[config.mk]
export PLATFORM = sky130hd
export DESIGN_NAME = jesd_tx_link_ctrl
export DESIGN_NICKNAME = d
export VERILOG_FILES = /design/src/rtl/jesd_tx_pkg.sv /design/src/rtl/jesd_sync_n_monitor.sv /design/src/rtl/jesd_tx_link_ctrl.sv
export SDC_FILE = /design/constraint.sdc
export NUM_CORES = 1
export LEC_CHECK = 0
export CORE_MARGIN = 2
export CORE_UTILIZATION = 35
export CTS_BUF_LIST = sky130_fd_sc_hd__clkbuf_4
export CTS_CLUSTER_SIZE = 10
export DETAILED_ROUTE_END_ITERATION = 7
export GPL_TIMING_DRIVEN = 0
export SLEW_MARGIN = 20
export SYNTH_ARGS = -nofsm -noshare
export SYNTH_HDL_FRONTEND = slang
export SYNTH_SLANG_ARGS = --single-unit
[constraint.sdc]
create_clock -name clk -period 15.3 [get_ports clk]
set_input_delay 2.295 -clock clk [delete_from_list [all_inputs] [get_ports clk]]
set_output_delay 2.295 -clock clk [all_outputs]
set_load 0.05 [all_outputs]
[src/rtl/jesd_tx_pkg.sv]
// jesd_tx_pkg: shared state encodings, lane mux codes and JESD204B timing constants
package jesd_tx_pkg;
    typedef enum logic [2:0] {
        ST_SYNC      = 3'b001,
        ST_INIT_LANE = 3'b010,
        ST_DATA_ENC  = 3'b100
    } state_t;
    localparam logic [2:0] SEND_USER_DATA     = 3'd0;
    localparam logic [2:0] SEND_K             = 3'd1;
    localparam logic [2:0] SEND_LANE_SEQ      = 3'd2;
    localparam logic [2:0] SEND_LINK_TEST_SEQ = 3'd3;
    localparam int K_EXTRA_OCTETS = 9;
    localparam int REINIT_FRAMES  = 5;
endpackage

[src/rtl/jesd_sync_n_monitor.sv]
// jesd_sync_n_monitor: SYNC~ low-time tracking, reinit request and short-assertion error counting
//   i_active        link is in INIT_LANE or DATA_ENC
//   i_sync_n        synchronised SYNC~
//   i_cfg_f         latched octets-per-frame minus 1
//   o_reinit        SYNC~ has been low for 5*F+9 cycles
//   o_sync_err      one-cycle pulse per short SYNC~ assertion
//   o_sync_err_cnt  saturating count of error pulses
module jesd_sync_n_monitor
    import jesd_tx_pkg::*;
#(
    parameter int F_MAX     = 16,
    parameter int ERR_CNT_W = 8
) (
    input  logic                       clk,
    input  logic                       rst,
    input  logic                       i_active,
    input  logic                       i_sync_n,
    input  logic [$clog2(F_MAX)-1:0]   i_cfg_f,
    output logic                       o_reinit,
    output logic                       o_sync_err,
    output logic [ERR_CNT_W-1:0]       o_sync_err_cnt
);
    localparam int LW = $clog2(REINIT_FRAMES * F_MAX + K_EXTRA_OCTETS + 1);
    logic [LW-1:0] low_cnt, thresh;
    logic short_err;
    assign thresh    = LW'(REINIT_FRAMES * (int'(i_cfg_f) + 1) + K_EXTRA_OCTETS);
    assign o_reinit  = i_active && low_cnt == thresh;
    // a rising SYNC~ with a nonzero low run below the reinit threshold is an error report
    assign short_err = i_active && i_sync_n && low_cnt != '0 && low_cnt < thresh;
    always_ff @(posedge clk) begin
        if (rst) begin
            low_cnt        <= '0;
            o_sync_err     <= 1'b0;
            o_sync_err_cnt <= '0;
        end else begin
            low_cnt        <= (!i_active || i_sync_n) ? '0 : (low_cnt >= thresh ? thresh : low_cnt + 1'b1);
            o_sync_err     <= short_err;
            o_sync_err_cnt <= o_sync_err_cnt + ERR_CNT_W'(short_err && !(&o_sync_err_cnt));
        end
    end
endmodule

[src/rtl/jesd_tx_link_ctrl.sv]
// jesd_tx_link_ctrl: multi-lane JESD204B TX link-layer controller (CGS, ILA, data phases)
//   i_lmfc_tick          LMFC boundary pulse
//   i_sync_n             synchronised SYNC~, active low
//   i_cfg_f/i_cfg_ila_mf octets per frame - 1 / ILA multiframes - 1, latched in SYNC
//   i_lane_en            per-lane enable; disabled lanes always send K
//   i_reg_link_test_*    link test sequence enable / type for the data phase
//   o_link_mux           3-bit octet-source select per lane (0 data, 1 K, 2 ILA, 3 test)
//   o_ila_mf_idx         ILA multiframe index
//   o_state/o_link_up    one-hot state / data phase indicator
//   o_sync_err(_cnt)     short SYNC~ error pulse and saturating count
module jesd_tx_link_ctrl
    import jesd_tx_pkg::*;
#(
    parameter int LANES      = 4,
    parameter int F_MAX      = 16,
    parameter int ILA_MF_MAX = 4,
    parameter int ERR_CNT_W  = 8
) (
    input  logic                            clk,
    input  logic                            rst,
    input  logic                            i_lmfc_tick,
    input  logic                            i_sync_n,
    input  logic [$clog2(F_MAX)-1:0]        i_cfg_f,
    input  logic [$clog2(ILA_MF_MAX)-1:0]   i_cfg_ila_mf,
    input  logic [LANES-1:0]                i_lane_en,
    input  logic                            i_reg_link_test_en,
    input  logic [1:0]                      i_reg_link_test_sel,
    output logic [3*LANES-1:0]              o_link_mux,
    output logic [1:0]                      o_link_test_sel,
    output logic [$clog2(ILA_MF_MAX)-1:0]   o_ila_mf_idx,
    output logic [2:0]                      o_state,
    output logic                            o_link_up,
    output logic                            o_sync_err,
    output logic [ERR_CNT_W-1:0]            o_sync_err_cnt
);
    localparam int FW = $clog2(F_MAX);
    localparam int MW = $clog2(ILA_MF_MAX);
    localparam int KW = $clog2(F_MAX + K_EXTRA_OCTETS + 1);
    state_t state, state_d;
    logic [FW-1:0] cfg_f_q, f_eff;
    logic [MW-1:0] cfg_mf_q, mf_eff, mf_cnt;
    logic [KW-1:0] k_cnt;
    logic [3*LANES-1:0] mux_d;
    logic in_sync, k_ok, reinit;
    assign in_sync = state == ST_SYNC;
    // config follows the inputs while in SYNC and is frozen everywhere else
    assign f_eff   = in_sync ? i_cfg_f : cfg_f_q;
    assign mf_eff  = in_sync ? i_cfg_ila_mf : cfg_mf_q;
    assign k_ok    = int'(k_cnt) >= int'(f_eff) + 1 + K_EXTRA_OCTETS;
    jesd_sync_n_monitor #(.F_MAX(F_MAX), .ERR_CNT_W(ERR_CNT_W)) u_mon (
        .clk            (clk),
        .rst            (rst),
        .i_active       (!in_sync),
        .i_sync_n       (i_sync_n),
        .i_cfg_f        (f_eff),
        .o_reinit       (reinit),
        .o_sync_err     (o_sync_err),
        .o_sync_err_cnt (o_sync_err_cnt)
    );
    always_ff @(posedge clk) begin
        if (rst)
            state <= ST_SYNC;
        else
            state <= state_d;
    end
    // reinit outranks any LMFC-driven transition in the same cycle
    always_comb begin
        state_d = reinit ? ST_SYNC
                : (in_sync && i_sync_n && k_ok && i_lmfc_tick) ? ST_INIT_LANE
                : (state == ST_INIT_LANE && i_lmfc_tick && mf_cnt == mf_eff) ? ST_DATA_ENC
                : state;
    end
    always_comb begin
        mux_d = '0;
        for (int i = 0; i < LANES; i++)
            mux_d[3*i +: 3] = (!i_lane_en[i] || in_sync) ? SEND_K
                            : state == ST_INIT_LANE ? SEND_LANE_SEQ
                            : i_reg_link_test_en ? SEND_LINK_TEST_SEQ : SEND_USER_DATA;
    end
    always_ff @(posedge clk) begin
        if (rst) begin
            k_cnt           <= '0;
            mf_cnt          <= '0;
            cfg_f_q         <= '0;
            cfg_mf_q        <= '0;
            o_link_mux      <= {LANES{SEND_K}};
            o_link_test_sel <= '0;
            o_link_up       <= 1'b0;
        end else begin
            k_cnt           <= (!in_sync || !i_sync_n) ? '0 : (&k_cnt ? k_cnt : k_cnt + 1'b1);
            mf_cnt          <= (state != ST_INIT_LANE || state_d != ST_INIT_LANE) ? '0 : mf_cnt + MW'(i_lmfc_tick);
            cfg_f_q         <= f_eff;
            cfg_mf_q        <= mf_eff;
            o_link_mux      <= mux_d;
            o_link_test_sel <= i_reg_link_test_sel;
            o_link_up       <= state == ST_DATA_ENC;
        end
    end
    assign o_state      = state;
    assign o_ila_mf_idx = mf_cnt;
endmodule

==> metrics.csv <==
metric;value;unit
final period utilization;45.3;%
CP most frequent cell;ha_1;
most frequent cells in the layout;dfxtp_1, clkdlybuf4s50_1, ha_1, nor2_1, xnor2_1;
Power Dens Cells;82.4;nW/µm²
Nets;343;
RSZ-0062 raised after global routing;no;
Hold Crit Class;flop to flop;
setup TNS;0;ps
dpl hpwl;3840;µm
routed wire length per instance;13.0;µm
sequential share of the synthesized area;36.0;%
slack of the worst reg-to-reg path;9730;ps
status;completed;
met3 Track Usage GR;3.43;%
worst path arrival time;7230;ps
antenna fix cells;0;
ys async rst share;0;%
# Max-Cap Violations;0;
Via density;4.77;
GPL Wtd Cong;0.780;
switching share of power;29.6;%
Die ar.;7500;µm²
Int Power;0.174;mW
Synth cell types;47;
CP Capture Type;flop;
Fin Hold WS;507;ps
worst setup slack after layout;8380;ps
Ys Warns;0;
GRT busiest layer;met2;
hold path endpoint;u_mon.o_sync_err_cnt[5];
Clock power frac;29.5;%
placed cell count;370;
Setup CP Type;input pin to flop;
antenna violations before repair;0;
share of layout cells above drive strength 1;8.72;%
pre-CTS setup slack;7940;ps
CP max FO;5;
most common cell after layout, fill and taps aside;dfxtp_1;
I/O Pins;46;
design area;2990;µm²
Multi-input gate area;1440;µm²
Clock transition at path regs;140;ps
Hold Buf Count CTS;0;
final WL;4910;µm
fin util;44.8;%
clk root buf;clkbuf_4;
post-CTS sizing;0;
number of global-route vias before repair;1742;
Overall Power;0.247;mW
r2r endpoint;u_mon.o_sync_err_cnt[5];
Die H;86.6;µm
ys flop type;dfxtp_1;
Rel. slew slack;61.6;%
R2R depth;20;
Min-Delay Path Depth;2;
worst-path cell chain;clkdlybuf4s50_1, mux2i_1, inv_1, ha_1, xnor2_1, fa_1, ha_1, a41o_2, nand2_1, xnor2_2, xnor2_1, ha_1, a21oi_1, o21ai_0, nor4_1, ha_1, nand3_1, or3_1, a21oi_1;
CTS tree;built;
Initial Util;35.8;%
Skew-Pair Late Insertion Delay;360;ps
Synth Instances;246;
gr usage total;14.1;%
number of enable flip-flop cells after synthesis;0;
Residual DRC;0;
CTS Sinks;43;
DRT iter0 DRCs;31;
TritonCTS Buffers;5;
Die Span X;86.6;µm
clock tree buffer depth;2;
Final Non-Filler Cells;378;
Mapped Avg Cell Area;9.71;µm²
met2 Track Usage GR;23.1;%
first-pass GRT wire length;8350;µm
slowest stage delay, CP;490;ps
core area;6680;µm²
IO Port Bufs;41;
# H-tree levels;2;
maximum VDD drop;29.1;µV
area added between synthesis and finish;25.2;%
largest net degree at the start of global routing;15;
R2R Path Start;o_state[0];
met1 usage;18.4;%
hold path start;u_mon.o_sync_err_cnt[5];
fill count;667;
placed inst area;2910;µm²
FMAX;144;MHz
fin. max-slew vios;0;
Leakage;1.24;nW
synthesized cell area;2390;µm²
number of setup buffers added after CTS;0;
Final Critical Period;6920;ps
DR pass1 iterations;4;
Register Area;861;µm²
vias;1803;
Req. time, crit path;15600;ps
Worst setup SP type;input pin;
Net Sw Power;0.0729;mW
logic gate share of total power;23.9;%
Seq pwr share;46.6;%
final antenna-violating net count;0;
Worst Tran Pin Value;575;ps
# rows;30;
FF+latch count, synth;43;
Final setup viols;0;
total grt overflow;0;
post-route clock skew;8.96;ps
Final Hold Fails;0;
Slowest-stage cell, CP;fa_1;
## power by group through the flow
| stage | clock, mW | combinational [mW] | sequential, mW |
|---|---|---|---|
| after floorplan | 0 | 0.0419 | 0.119 |
| after global placement | 0 | 0.0579 | 0.117 |
| after detailed placement | 0 | 0.0590 | 0.117 |
| after CTS | 0.0766 | 0.0594 | 0.115 |
| after global routing | 0.0800 | 0.0669 | 0.115 |
| final | 0.0728 | 0.0589 | 0.115 |
## how the worst max path moves through the flow
stage / slack, ps / cells after the start / endpoint / start
after detailed placement: 7940 / 19 / u_mon.o_sync_err_cnt[5] / i_cfg_f[0]
after CTS: 8330 / 19 / u_mon.o_sync_err_cnt[5] / i_cfg_f[0]
after floorplan: 8970 / 18 / u_mon.o_sync_err_cnt[5] / i_cfg_f[0]
after global placement: 8040 / 19 / u_mon.o_sync_err_cnt[5] / i_cfg_f[0]
final: 8380 / 19 / u_mon.o_sync_err_cnt[5] / i_cfg_f[0]
after global routing: 7790 / 19 / u_mon.o_sync_err_cnt[7] / i_cfg_f[0]
## cell type report
cell class,count,share of cell area [%]
multi-input cells,186,48.2
flip-flops and latches,43,28.8
repair buffers,41,13.7
well taps,80,3.34
plain buffers,9,1.88
clock inverters,3,1.46
inverters,11,1.38
clock buffers,5,1.25
## cells in the mapped netlist, types with 5 or more instances
cell type	count	area, µm²
nand2_1	9	33.8
a211oi_1	6	45.0
xor2_1	10	87.6
mux2i_1	10	100
o21ai_0	5	25.0
dfxtp_1	43	861
nor2_1	24	90.1
a21oi_1	11	55.1
inv_1	11	41.3
nand3b_1	7	52.6
nor2b_1	6	37.5
ha_1	27	338
nand3_1	9	45.0
xnor2_1	13	114
## layer usage
layer	routed length, µm	up-vias
li1	-	954
met5	0	-
met1	2440	809
met3	195	6
met4	58	0
met2	2210	34
## logic make-up after synthesis
kind of cell	after synthesis	share of synthesized area (%)
AOI/OAI and AO/OA	36	10.0
xor gates and xnor gates	24	9.11
adders and majority gates	29	15.8
buffers and inverters	20	4.08
DFF	43	36.0
muxes	11	5.13
other	1	0.157
and+or+nand+nor	82	19.7
## sequential cells by signal, summed over array words and instances (netlist names)
register	flops
cfg_mf_q	2
u_mon.o_sync_err	1
o_link_test_sel	2
k_cnt	5
o_link_mux	8
o_link_up	1
u_mon.o_sync_err_cnt	8
o_state	3
u_mon.low_cnt	7
o_ila_mf_idx	2
cfg_f_q	4
## critical path: cells and delay by family
kind                     cells  cell delay, ps
AO/OA/AOI/OAI                4             650
XOR/XNOR                     3             730
adder cells (fa/ha/maj)      5            1640
buffers and inverters        2             620
multiplexers                 1             370
AND/OR/NAND/NOR              4             930
Power figures use the tool's default switching activity.
